--- config.mk ---
export PLATFORM = sky130hd
export DESIGN_NAME = snitch_hwloop_ctrl
export DESIGN_NICKNAME = d
export VERILOG_FILES = /design/src/rtl/snitch_hwloop_pkg.sv /design/src/rtl/snitch_hwloop_shadow.sv /design/src/rtl/snitch_hwloop_ctrl.sv
export SDC_FILE = /design/constraint.sdc
export NUM_CORES = 1
export LEC_CHECK = 0
export CAP_MARGIN = 25
export CORE_MARGIN = 2
export CORE_UTILIZATION = 50
export DETAILED_ROUTE_END_ITERATION = 8
export PLACE_DENSITY = 0.77
export SLEW_MARGIN = 10
export SYNTH_ARGS = -nofsm -noshare
export SYNTH_HDL_FRONTEND = slang
export SYNTH_HIERARCHICAL = 1
export SYNTH_SLANG_ARGS = --single-unit
--- constraint.sdc ---
create_clock -name clk_i -period 9.1 [get_ports clk_i]
set_clock_uncertainty 0.2 [all_clocks]
set_input_delay 2.275 -clock clk_i [delete_from_list [all_inputs] [get_ports clk_i]]
set_output_delay 2.275 -clock clk_i [all_outputs]
set_load 0.1 [all_outputs]
--- src/rtl/snitch_hwloop_pkg.sv ---
// Shared types for the Snitch hardware-loop controller.
//   hwloop_ctrl_state_e : controller sequencing states
//   hwloop_cfg_t        : captured loop-setup request (start, end, count)
package snitch_hwloop_pkg;

    typedef enum logic [1:0] {
        IDLE  = 2'd0,
        PROG  = 2'd1,
        ARM   = 2'd2,
        FLUSH = 2'd3
    } hwloop_ctrl_state_e;

    typedef struct packed {
        logic [31:0] start;
        logic [31:0] end_addr;
        logic [31:0] count;
    } hwloop_cfg_t;

endpackage

--- src/rtl/snitch_hwloop_shadow.sv ---
// Shadow end-address / remaining-count table for the hardware-loop sets.
//   clk_i, rst_ni                 : clock, async active-low reset
//   clear_i                       : zero every entry
//   alloc_i/alloc_idx_i/
//   alloc_end_i/alloc_cnt_i       : load an entry when a loop is allocated
//   top_valid_i/top_idx_i         : innermost active entry (stack top)
//   retire_valid_i/retire_pc_i    : retired instruction
//   track_en_i                    : enable the retire comparison
//   match_o                       : retired PC is the last body instruction of top
//   last_o                        : top entry has at most one iteration left
//   dec_i                         : decrement the top entry's count
//   pop_i                         : top loop exits, its entry is cleared
import snitch_hwloop_pkg::*;

module snitch_hwloop_shadow #(
    parameter int unsigned N_HW_LOOPS = 2,
    parameter int unsigned N_REG_BITS = (N_HW_LOOPS > 1) ? $clog2(N_HW_LOOPS) : 1
) (
    input  logic                  clk_i,
    input  logic                  rst_ni,
    input  logic                  clear_i,
    input  logic                  alloc_i,
    input  logic [N_REG_BITS-1:0] alloc_idx_i,
    input  logic [31:0]           alloc_end_i,
    input  logic [31:0]           alloc_cnt_i,
    input  logic                  top_valid_i,
    input  logic [N_REG_BITS-1:0] top_idx_i,
    input  logic                  retire_valid_i,
    input  logic [31:0]           retire_pc_i,
    input  logic                  track_en_i,
    output logic                  match_o,
    output logic                  last_o,
    input  logic                  dec_i,
    input  logic                  pop_i
);

    logic [31:0] end_q [N_HW_LOOPS];
    logic [31:0] end_d [N_HW_LOOPS];
    logic [31:0] cnt_q [N_HW_LOOPS];
    logic [31:0] cnt_d [N_HW_LOOPS];

    logic [31:0] top_end;
    logic [31:0] top_cnt;

    assign top_end = end_q[top_idx_i];
    assign top_cnt = cnt_q[top_idx_i];

    // end is the address after the last body instruction
    assign match_o = track_en_i && top_valid_i && retire_valid_i &&
                     ((retire_pc_i + 32'd4) == top_end);
    assign last_o  = (top_cnt <= 32'd1);

    always_comb begin
        end_d = end_q;
        cnt_d = cnt_q;
        if (dec_i) begin
            cnt_d[top_idx_i] = top_cnt - 32'd1;
        end
        if (pop_i) begin
            end_d[top_idx_i] = '0;
            cnt_d[top_idx_i] = '0;
        end
        // Allocation after pop: a same-cycle push reuses the freed index.
        if (alloc_i) begin
            end_d[alloc_idx_i] = alloc_end_i;
            cnt_d[alloc_idx_i] = alloc_cnt_i;
        end
        if (clear_i) begin
            for (int unsigned i = 0; i < N_HW_LOOPS; i++) begin
                end_d[i] = '0;
                cnt_d[i] = '0;
            end
        end
    end

    always_ff @(posedge clk_i or negedge rst_ni) begin
        if (!rst_ni) begin
            for (int unsigned i = 0; i < N_HW_LOOPS; i++) begin
                end_q[i] <= '0;
                cnt_q[i] <= '0;
            end
        end else begin
            end_q <= end_d;
            cnt_q <= cnt_d;
        end
    end

endmodule

--- src/rtl/snitch_hwloop_ctrl.sv ---
// Hardware-loop setup sequencer and loop-set allocator.
// Loops are kept as a nesting stack: the innermost loop occupies the lowest
// active index, so with depth d the active sets are N-d .. N-1.
//   clk_i, rst_ni                        : clock, async active-low reset
//   req_valid_i/req_ready_o              : loop-setup handshake
//   req_start_i/req_end_i/req_count_i    : loop start, end (after last instr), count
//   retire_valid_i/retire_pc_i           : retired instruction stream
//   flush_i                              : discard all active loops
//   hwloop_regid_o                       : register set being written
//   hwloop_start_o/_end_o/_cnt_o         : write data
//   hwloop_we_start_o/_we_end_o/_we_count_o : write enables
//   depth_o                              : number of active loops
//   busy_o                               : controller not in IDLE
import snitch_hwloop_pkg::*;

module snitch_hwloop_ctrl #(
  parameter int unsigned N_HW_LOOPS = 2,
  parameter int unsigned N_REG_BITS = (N_HW_LOOPS > 1) ? $clog2(N_HW_LOOPS) : 1
) (
  input  logic                              clk_i,
  input  logic                              rst_ni,
  input  logic                              req_valid_i,
  output logic                              req_ready_o,
  input  logic [31:0]                       req_start_i,
  input  logic [31:0]                       req_end_i,
  input  logic [31:0]                       req_count_i,
  input  logic                              retire_valid_i,
  input  logic [31:0]                       retire_pc_i,
  input  logic                              flush_i,
  output logic [N_REG_BITS-1:0]             hwloop_regid_o,
  output logic [31:0]                       hwloop_start_o,
  output logic [31:0]                       hwloop_end_o,
  output logic [31:0]                       hwloop_cnt_o,
  output logic                              hwloop_we_start_o,
  output logic                              hwloop_we_end_o,
  output logic                              hwloop_we_count_o,
  output logic [$clog2(N_HW_LOOPS+1)-1:0]   depth_o,
  output logic                              busy_o
);

  localparam int unsigned DEPTH_BITS = $clog2(N_HW_LOOPS + 1);
  localparam logic [N_REG_BITS-1:0] LAST_PTR = N_REG_BITS'(N_HW_LOOPS - 1);
  localparam logic [DEPTH_BITS-1:0] FULL_DEPTH = DEPTH_BITS'(N_HW_LOOPS);

  hwloop_ctrl_state_e state_q, state_d;
  logic [DEPTH_BITS-1:0] depth_q, depth_d;
  logic [N_REG_BITS-1:0] ptr_q, ptr_d;
  logic [N_REG_BITS-1:0] regid_q, regid_d;
  hwloop_cfg_t           wdata_q, wdata_d;
  logic                  we_start_q, we_start_d;
  logic                  we_end_q, we_end_d;
  logic                  we_count_q, we_count_d;

  hwloop_cfg_t           req_cfg;
  logic                  full;
  logic                  req_hs;
  logic [N_REG_BITS-1:0] top_idx;
  logic [N_REG_BITS-1:0] alloc_idx;
  logic                  track_en;
  logic                  shadow_match;
  logic                  shadow_last;
  logic                  shadow_dec;
  logic                  shadow_pop;
  logic                  shadow_clear;

  assign req_cfg = '{start: req_start_i, end_addr: req_end_i, count: req_count_i};
  assign full    = (depth_q == FULL_DEPTH);

  // Tracking is suspended while a flush is requested or running; the
  // flush discards every loop anyway.
  assign track_en   = (state_q != FLUSH) && !flush_i;
  assign shadow_dec = shadow_match && !shadow_last;
  assign shadow_pop = shadow_match && shadow_last;

  // A loop exiting this cycle frees its set, so a full stack can still
  // accept a request that takes over the freed index.
  assign req_ready_o = (state_q == IDLE) && !flush_i && (!full || shadow_pop);
  assign req_hs      = req_valid_i && req_ready_o;

  always_comb begin
    top_idx = '0;
    if (depth_q != '0) begin
      top_idx = N_REG_BITS'(N_HW_LOOPS - 32'(depth_q));
    end
    alloc_idx = shadow_pop ? top_idx
                           : N_REG_BITS'(N_HW_LOOPS - 32'd1 - 32'(depth_q));
  end

  snitch_hwloop_shadow #(
    .N_HW_LOOPS (N_HW_LOOPS),
    .N_REG_BITS (N_REG_BITS)
  ) i_shadow (
    .clk_i          (clk_i),
    .rst_ni         (rst_ni),
    .clear_i        (shadow_clear),
    .alloc_i        (req_hs),
    .alloc_idx_i    (alloc_idx),
    .alloc_end_i    (req_end_i),
    .alloc_cnt_i    (req_count_i),
    .top_valid_i    (depth_q != '0),
    .top_idx_i      (top_idx),
    .retire_valid_i (retire_valid_i),
    .retire_pc_i    (retire_pc_i),
    .track_en_i     (track_en),
    .match_o        (shadow_match),
    .last_o         (shadow_last),
    .dec_i          (shadow_dec),
    .pop_i          (shadow_pop)
  );

  // Outputs are computed for the next state so they are flop-driven and
  // line up with PROG / FLUSH cycles.
  always_comb begin
    state_d      = state_q;
    depth_d      = depth_q;
    ptr_d        = ptr_q;
    regid_d      = regid_q;
    wdata_d      = wdata_q;
    we_start_d   = 1'b0;
    we_end_d     = 1'b0;
    we_count_d   = 1'b0;
    shadow_clear = 1'b0;

    if (req_hs && !shadow_pop) begin
      depth_d = depth_q + DEPTH_BITS'(1);
    end else if (!req_hs && shadow_pop) begin
      depth_d = depth_q - DEPTH_BITS'(1);
    end

    case (state_q)
      IDLE: begin
        if (req_hs) begin
          state_d    = PROG;
          regid_d    = alloc_idx;
          wdata_d    = req_cfg;
          we_start_d = 1'b1;
          we_end_d   = 1'b1;
          we_count_d = 1'b1;
        end
      end
      PROG:  state_d = ARM;
      ARM:   state_d = IDLE;
      FLUSH: begin
        if (ptr_q == LAST_PTR) begin
          state_d      = IDLE;
          depth_d      = '0;
          shadow_clear = 1'b1;
        end else begin
          ptr_d         = ptr_q + N_REG_BITS'(1);
          regid_d       = ptr_q + N_REG_BITS'(1);
          wdata_d.count = '0;
          we_count_d    = 1'b1;
        end
      end
      default: state_d = IDLE;
    endcase

    if (flush_i) begin
      state_d       = FLUSH;
      depth_d       = depth_q;
      ptr_d         = '0;
      regid_d       = '0;
      wdata_d.count = '0;
      we_start_d    = 1'b0;
      we_end_d      = 1'b0;
      we_count_d    = 1'b1;
      shadow_clear  = 1'b0;
    end
  end

  always_ff @(posedge clk_i or negedge rst_ni) begin
    if (!rst_ni) begin
      state_q    <= IDLE;
      depth_q    <= '0;
      ptr_q      <= '0;
      regid_q    <= '0;
      wdata_q    <= '0;
      we_start_q <= 1'b0;
      we_end_q   <= 1'b0;
      we_count_q <= 1'b0;
    end else begin
      state_q    <= state_d;
      depth_q    <= depth_d;
      ptr_q      <= ptr_d;
      regid_q    <= regid_d;
      wdata_q    <= wdata_d;
      we_start_q <= we_start_d;
      we_end_q   <= we_end_d;
      we_count_q <= we_count_d;
    end
  end

  assign hwloop_regid_o    = regid_q;
  assign hwloop_start_o    = wdata_q.start;
  assign hwloop_end_o      = wdata_q.end_addr;
  assign hwloop_cnt_o      = wdata_q.count;
  assign hwloop_we_start_o = we_start_q;
  assign hwloop_we_end_o   = we_end_q;
  assign hwloop_we_count_o = we_count_q;
  assign depth_o           = depth_q;
  assign busy_o            = (state_q != IDLE);

  a_single_burst: assert property (@(posedge clk_i) disable iff (!rst_ni)
    we_start_q |=> !we_start_q);
  a_depth_bound: assert property (@(posedge clk_i) disable iff (!rst_ni)
    depth_q <= FULL_DEPTH);
  a_no_full_hs: assert property (@(posedge clk_i) disable iff (!rst_ni)
    req_hs |-> (!full || shadow_pop));

endmodule
# After elaboration in Yosys (flattened, before gate mapping)
# Cells that the tools add are included.
[classes]
addsub = 7
n_lt_le_gt_ge = 5
n_eq_ne = 9
mux = 50
bitwise_logic = 5
reduce_logical = 27
[ops]
columns = ["cell", "n"]
rows = [
  ["two-way mux 64 bit", 7],
  ["two-way mux 32 bit", 11],
  ["bitwise mux 64 bit", 3],
  ["AND 64 bit", 2],
  ["demux 32 bit (select 1 bit)", 2],
  ["NOT 64 bit", 1],
  ["case mux 32 bit (2 select lines)", 1],
  ["adder 32 x 3 -> 32 bit (second input constant)", 1],
  ["== test 32 bit", 1],
  ["<= comparator 32 x 1 -> 1 bit (second input constant)", 1],
  ["subtractor 32 x 1 -> 32 bit (second input constant)", 1],
  ["two-way mux 1 bit", 16],
  ["two-way mux 2 bit", 7],
  ["logical AND 1 bit", 13],
  ["!= test 3 bit (second input constant)", 3],
  ["case mux 2 bit (4 select lines)", 1],
  ["== test 2 bit (second input constant)", 3],
  ["nonzero test 2 bit", 3],
  ["logical NOT 1 bit", 5],
  ["greater-or-equal comparator 2 bit (second input constant)", 2],
  ["less-than comparator 2 x 1 -> 1 bit (second input constant)", 2],
  ["NOT 1 -> 2 bit", 2],
  ["case mux 1 bit (2 select lines)", 2],
  ["AND reduction 2 bit", 2],
  ["other kinds (10)", 11],
]
[totals]
register_bits = 232
output_inout_bits = 104
word_cells = 116

# Longest topological paths before layout
[depth]
word_depth = 18
mapped_depth = 26

# Hierarchy
# Netlist, hierarchy kept.
[modules_own_cells]
columns = ["mod", "instances", "cells_per_inst", "area_per_inst_um2", "seq_area_each_um2"]
rows = [
  ["snitch_hwloop_shadow", 1, 836, 7763.7, 3203.1],
  ["snitch_hwloop_ctrl", 1, 334, 4453.0, 2602.5],
]

# Least setup slack after synthesis
# No wires, ideal clock.
[synth_timing]
path_type = "input -> output"
start = "input port retire_pc_i[9]"
end = "output port req_ready_o"
arrival_ps = 5938
path_slack_ps = 687
stages = 10
n_path_buf = 1
cell_sequence = "and4_1 and3_1 clkbuf_1 and3_1 mux2_2 a211o_1 a22o_1 nor4_1 nand2_1 a21oi_1"
[synth_via]
elab_chain_cells = 6
[synth_lines]
columns = ["item", "line", "text"]
rows = [
  ["start: declaration", "snitch_hwloop_ctrl.sv:28", "input logic [31:0] retire_pc_i,"],
  ["adder 32 x 3 -> 32 bit", "snitch_hwloop_shadow.sv:50", "((retire_pc_i + 32'd4) == top_end);"],
  ["== test 32 bit", "snitch_hwloop_shadow.sv:50", ""],
  ["logical AND 1 bit", "snitch_hwloop_shadow.sv:49", "assign match_o = track_en_i && top_valid_i && retire_valid_i &&"],
  ["named net shadow_match", "snitch_hwloop_ctrl.sv:60", "logic shadow_match;"],
  ["logical AND 1 bit", "snitch_hwloop_ctrl.sv:73", "assign shadow_pop = shadow_match && shadow_last;"],
  ["logical OR 1 bit", "snitch_hwloop_ctrl.sv:77", "assign req_ready_o = (state_q == IDLE) && !flush_i && (!full || shadow_pop);"],
  ["logical AND 1 bit", "snitch_hwloop_ctrl.sv:77", ""],
  ["end: declaration", "snitch_hwloop_ctrl.sv:23", "output logic req_ready_o,"],
]
# The timed path passes the listed nets, and every way through them passes these cells.

# Final worst setup path
[layout_timing]
start = "input port retire_pc_i[2]"
end = "output port req_ready_o"
# Same word-level chain as after synthesis.

==> results.py <==
metrics = {
    "status": {
        "status": "finished, final reports clean",
    },
    "timing": {
        "rsz0062_at_grt": "no",
        "post-route-min-period_ns": 8.60,
        "drv_slew": 0,
        "setup_viol": 0,
        "tightest_slew_ns": 1.08,
        "setup_ws_ns": 0.500,
        "timing.final.crit_share_pct": 94.5,
        "slew_headroom_pct": 28.0,
        "fmax_mhz": 116,
        "fin_tns_setup_ns": 0,
        "finalHoldViolCount": 0,
    },
    "grt": {
        "antenna_found_initial": 4,
        "grt_max_degree": 102,
        "grt_pass1_wl_mm": 52.5,
        "grtUsageTotal_pct": 24.8,
        "grt_pass1_vias": 10100,
        "grt-ovfl-total": 0,
    },
    "clock_tree": {
        "post_cts.repair.setup_buffers": 0,
        "clk_path_buf_depth": 3,
        "cts.sinks": 232,
        "cts_buffers": 27,
        "cts-root-buf": "clkbuf_16",
        "cts.htree.levels": 1,
        "clk_pin_slew_ns": 0.05,
        "ctsHoldBuffers": 0,
        "post_cts_resized": 0,
        "cts_tree": "done",
        "clkLatencyLatePin_ns": 0.54,
    },
    "route": {
        "dr.pass1.iters": 5,
        "ant_nets": 0,
        "vias": 9835,
        "drc": 0,
        "vias_per_cell": 5.70,
        "drt_iter0_drc": 690,
        "routed_wl_mm": 32.0,
        "routedWlPerCell_um": 18.6,
    },
    "worst_setup_path": {
        "path_buf_inv": 3,
        "cp_slowest_cell": "nor4_1",
        "cp_max_fo": 6,
        "cp.depth": 14,
        "worstPathCellList": "clkdlybuf4s50_1 -> ha_1 -> and3_1 -> nand2_1 -> xor2_1 -> a21oi_1 -> a2111oi_0 -> and4b_1 -> nand3_1 -> nor4_1 -> buf_4 -> nand2_1 -> a21oi_1 -> buf_12",
        "critPathTopFamily": "simple AND/OR/NAND/NOR gates",
        "max_stage_delay_ns": 0.62,
        "reg2regPathDepth": 21,
        "endpoint_kind": "output port",
        "critPathKind": "primary input to output port",
        "required_ns": 6.63,
        "critPathArrivalTime_ns": 6.12,
        "startpoint_type": "primary input",
    },
    "run": {
        "cap_viol_max_count": 0,
    },
    "layout": {
        "drive_above_1_share_pct": 11.9,
        "final_cell_mix": "clkdlybuf4s50_1, dfrtp_1, nor2_1",
        "final_common_cell": "clkdlybuf4s50_1",
        "post-route-util_pct": 64.7,
        "nets": 1521,
        "num-fill-cells": 1965,
        "area_growth_syn_to_layout_pct": 28.0,
    },
    "logic_synthesis": {
        "synth-simple-area-share_pct": 14.9,
        "synth-warning-count": 6,
        "synth_area_leaders": "dfrtp_1, mux2_2, mux2i_1",
        "synth_xor_area_share_pct": 6.95,
        "synthesis.nets": 1312,
        "ys.flop_type": "dfrtp_1",
        "synth_sequential_area_ratio_pct": 47.5,
        "yosys_register_bits": 232,
        "synth-edff-count": 0,
        "synth_top_family_by_area": "simple AND/OR/NAND/NOR gates",
        "async_flop_share_pct": 100,
        "synth_cells": 1170,
        "synth_top_area_cell": "dfrtp_1",
        "synth.area.mux_share_pct": 12.5,
        "synthAdderAreaFrac_pct": 0.922,
        "synth_compound_area_share_pct": 12.3,
        "yosysUniqueCellTypes": 83,
        "synth.avg_cell_area_um2": 10.4,
        "synthesis.area_um2": 12200,
        "synth.top_cell.area_share_pct": 47.5,
    },
    "floorplanning": {
        "ios": 237,
        "rows": 57,
        "core_area_um2": 24200,
        "initial_core_util_pct": 50.5,
        "die_x_um": 160,
        "die_area_um2": 25700,
        "dieHeight_um": 160,
    },
    "place": {
        "hpwlAfterDp_mm": 21.6,
        "gp_congestion": 0.856,
        "dp_slack_ns": 0.520,
        "port_buffers": 236,
    },
    "power": {
        "p_leak_nw": 6.77,
        "ir_drop_uv": 330,
        "power_density_nw_per_um2": 373,
    },
    "min_path": {
        "min-delay-path-class": "flop to flop",
        "whs_path_depth": 1,
    },
}
worst register-to-register path: cells and delay by family, from the launching register on:
kind | cells | cell delay, ns
muxes | 3 | 1.18
and+or+nand+nor | 7 | 2.16
buffers and inverters | 5 | 1.83
adders and majority gates | 1 | 0.25
DFF | 1 | 0.40
AOI/OAI and AO/OA | 5 | 0.87
flip-flops by register name, indices dropped and copies added (netlist names):
register	count
hwloop_regid_o	1
hwloop_start_o	32
hwloop_end_o	32
i_shadow/cnt_q	64
ptr_q	1
hwloop_we_end_o	1
hwloop_cnt_o	32
state_q	2
hwloop_we_count_o	1
depth_o	2
i_shadow/end_q	64
cell families after synthesis:
| group | after synthesis |
|---|---|
| buffers and inverters | 117 |
| and+or+nand+nor | 362 |
| DFF | 232 |
| adders and majority gates | 9 |
| muxes | 142 |
| AOI/OAI and AO/OA | 211 |
| xor gates and xnor gates | 97 |
cell type report:
type                       instances  area (µm²)  share of cell area (%)
antenna                            1        2.50                  0.0160
clock buffer                      40         825                    5.27
clock inverter                     9        68.8                   0.440
inverter                          45         169                    1.08
multi-input combinational        821        5870                    37.5
sequential                       232        5810                    37.1
tap                              324         405                    2.59
timing repair buffer             252        2500                    16.0
Yosys cell counts, types with 5 or more instances:
master    number
and4_1         8
dfrtp_1      232
a22oi_1       88
nand4_1       11
inv_1         43
nand2_1       70
buf_6          9
mux2i_1       71
a21oi_1       20
and2_1         6
buf_2          5
o22ai_1       38
clkbuf_1      42
nor3b_1        8
nand3_1       13
nor2b_1        8
o21ai_1        7
and3_1        10
nor3_1        32
buf_1          6
o21ai_0       16
ha_1           9
o211ai_1       5
or3_1          6
nand2b_1      24
nor4_1         8
mux2_2        65
xor2_1        47
nor2_1       126
xnor2_1       50
a31oi_1        7
worst paths after layout:
kind | from | endpoint | slack (ns)
worst max-delay path | retire_pc_i[2] | req_ready_o | 0.50
worst min-delay path | hwloop_end_o[18]$_DFFE_PN0P_ | hwloop_end_o[18]$_DFFE_PN0P_ | 0.28
worst max register to register | depth_o[0]$_DFFE_PN0N_ | i_shadow/end_q[14]$_DFF_PN0_ | 2.12
worst min register to register | hwloop_end_o[18]$_DFFE_PN0P_ | hwloop_end_o[18]$_DFFE_PN0P_ | 0.28
max in group asynchronous | rst_ni | hwloop_start_o[31]$_DFFE_PN0P_ | 5.72
min in group asynchronous | rst_ni | hwloop_cnt_o[18]$_DFFE_PN0P_ | 1.58
per-stage QoR:
step / total power, mW / hold slack (ns) / std cells / instance area (µm²)
2_1_floorplan: 4.01 / 0.286 / 1170 / 12200
3_3_place_gp: 4.72 / 0.273 / 1674 / 14700
3_5_place_dp: 4.77 / 0.282 / 1674 / 14700
4_1_cts: 5.86 / 0.294 / 1723 / 15600
5_1_grt: 6.10 / 0.310 / 1723 / 15600
6_report: 5.83 / 0.284 / 1724 / 15600
layer usage:
metal / track usage (%) / up-vias / share of wire, %
met5: 0 / - / 0.12
met4: 5.45 / 6 / 1.8
met3: 5.79 / 51 / 7.2
met2: 42.7 / 336 / 49
met1: 32.2 / 4881 / 42
li1: - / 4561 / -
power by group:
group / internal [mW] / total (mW) / switching (mW)
logic: 0.927 / 3.19 / 2.27
clock network: 0.629 / 1.07 / 0.436
registers: 1.36 / 1.57 / 0.209
total: 2.92 / 5.83 / 2.91
No activity file was read; power rests on OpenSTA's default activity.
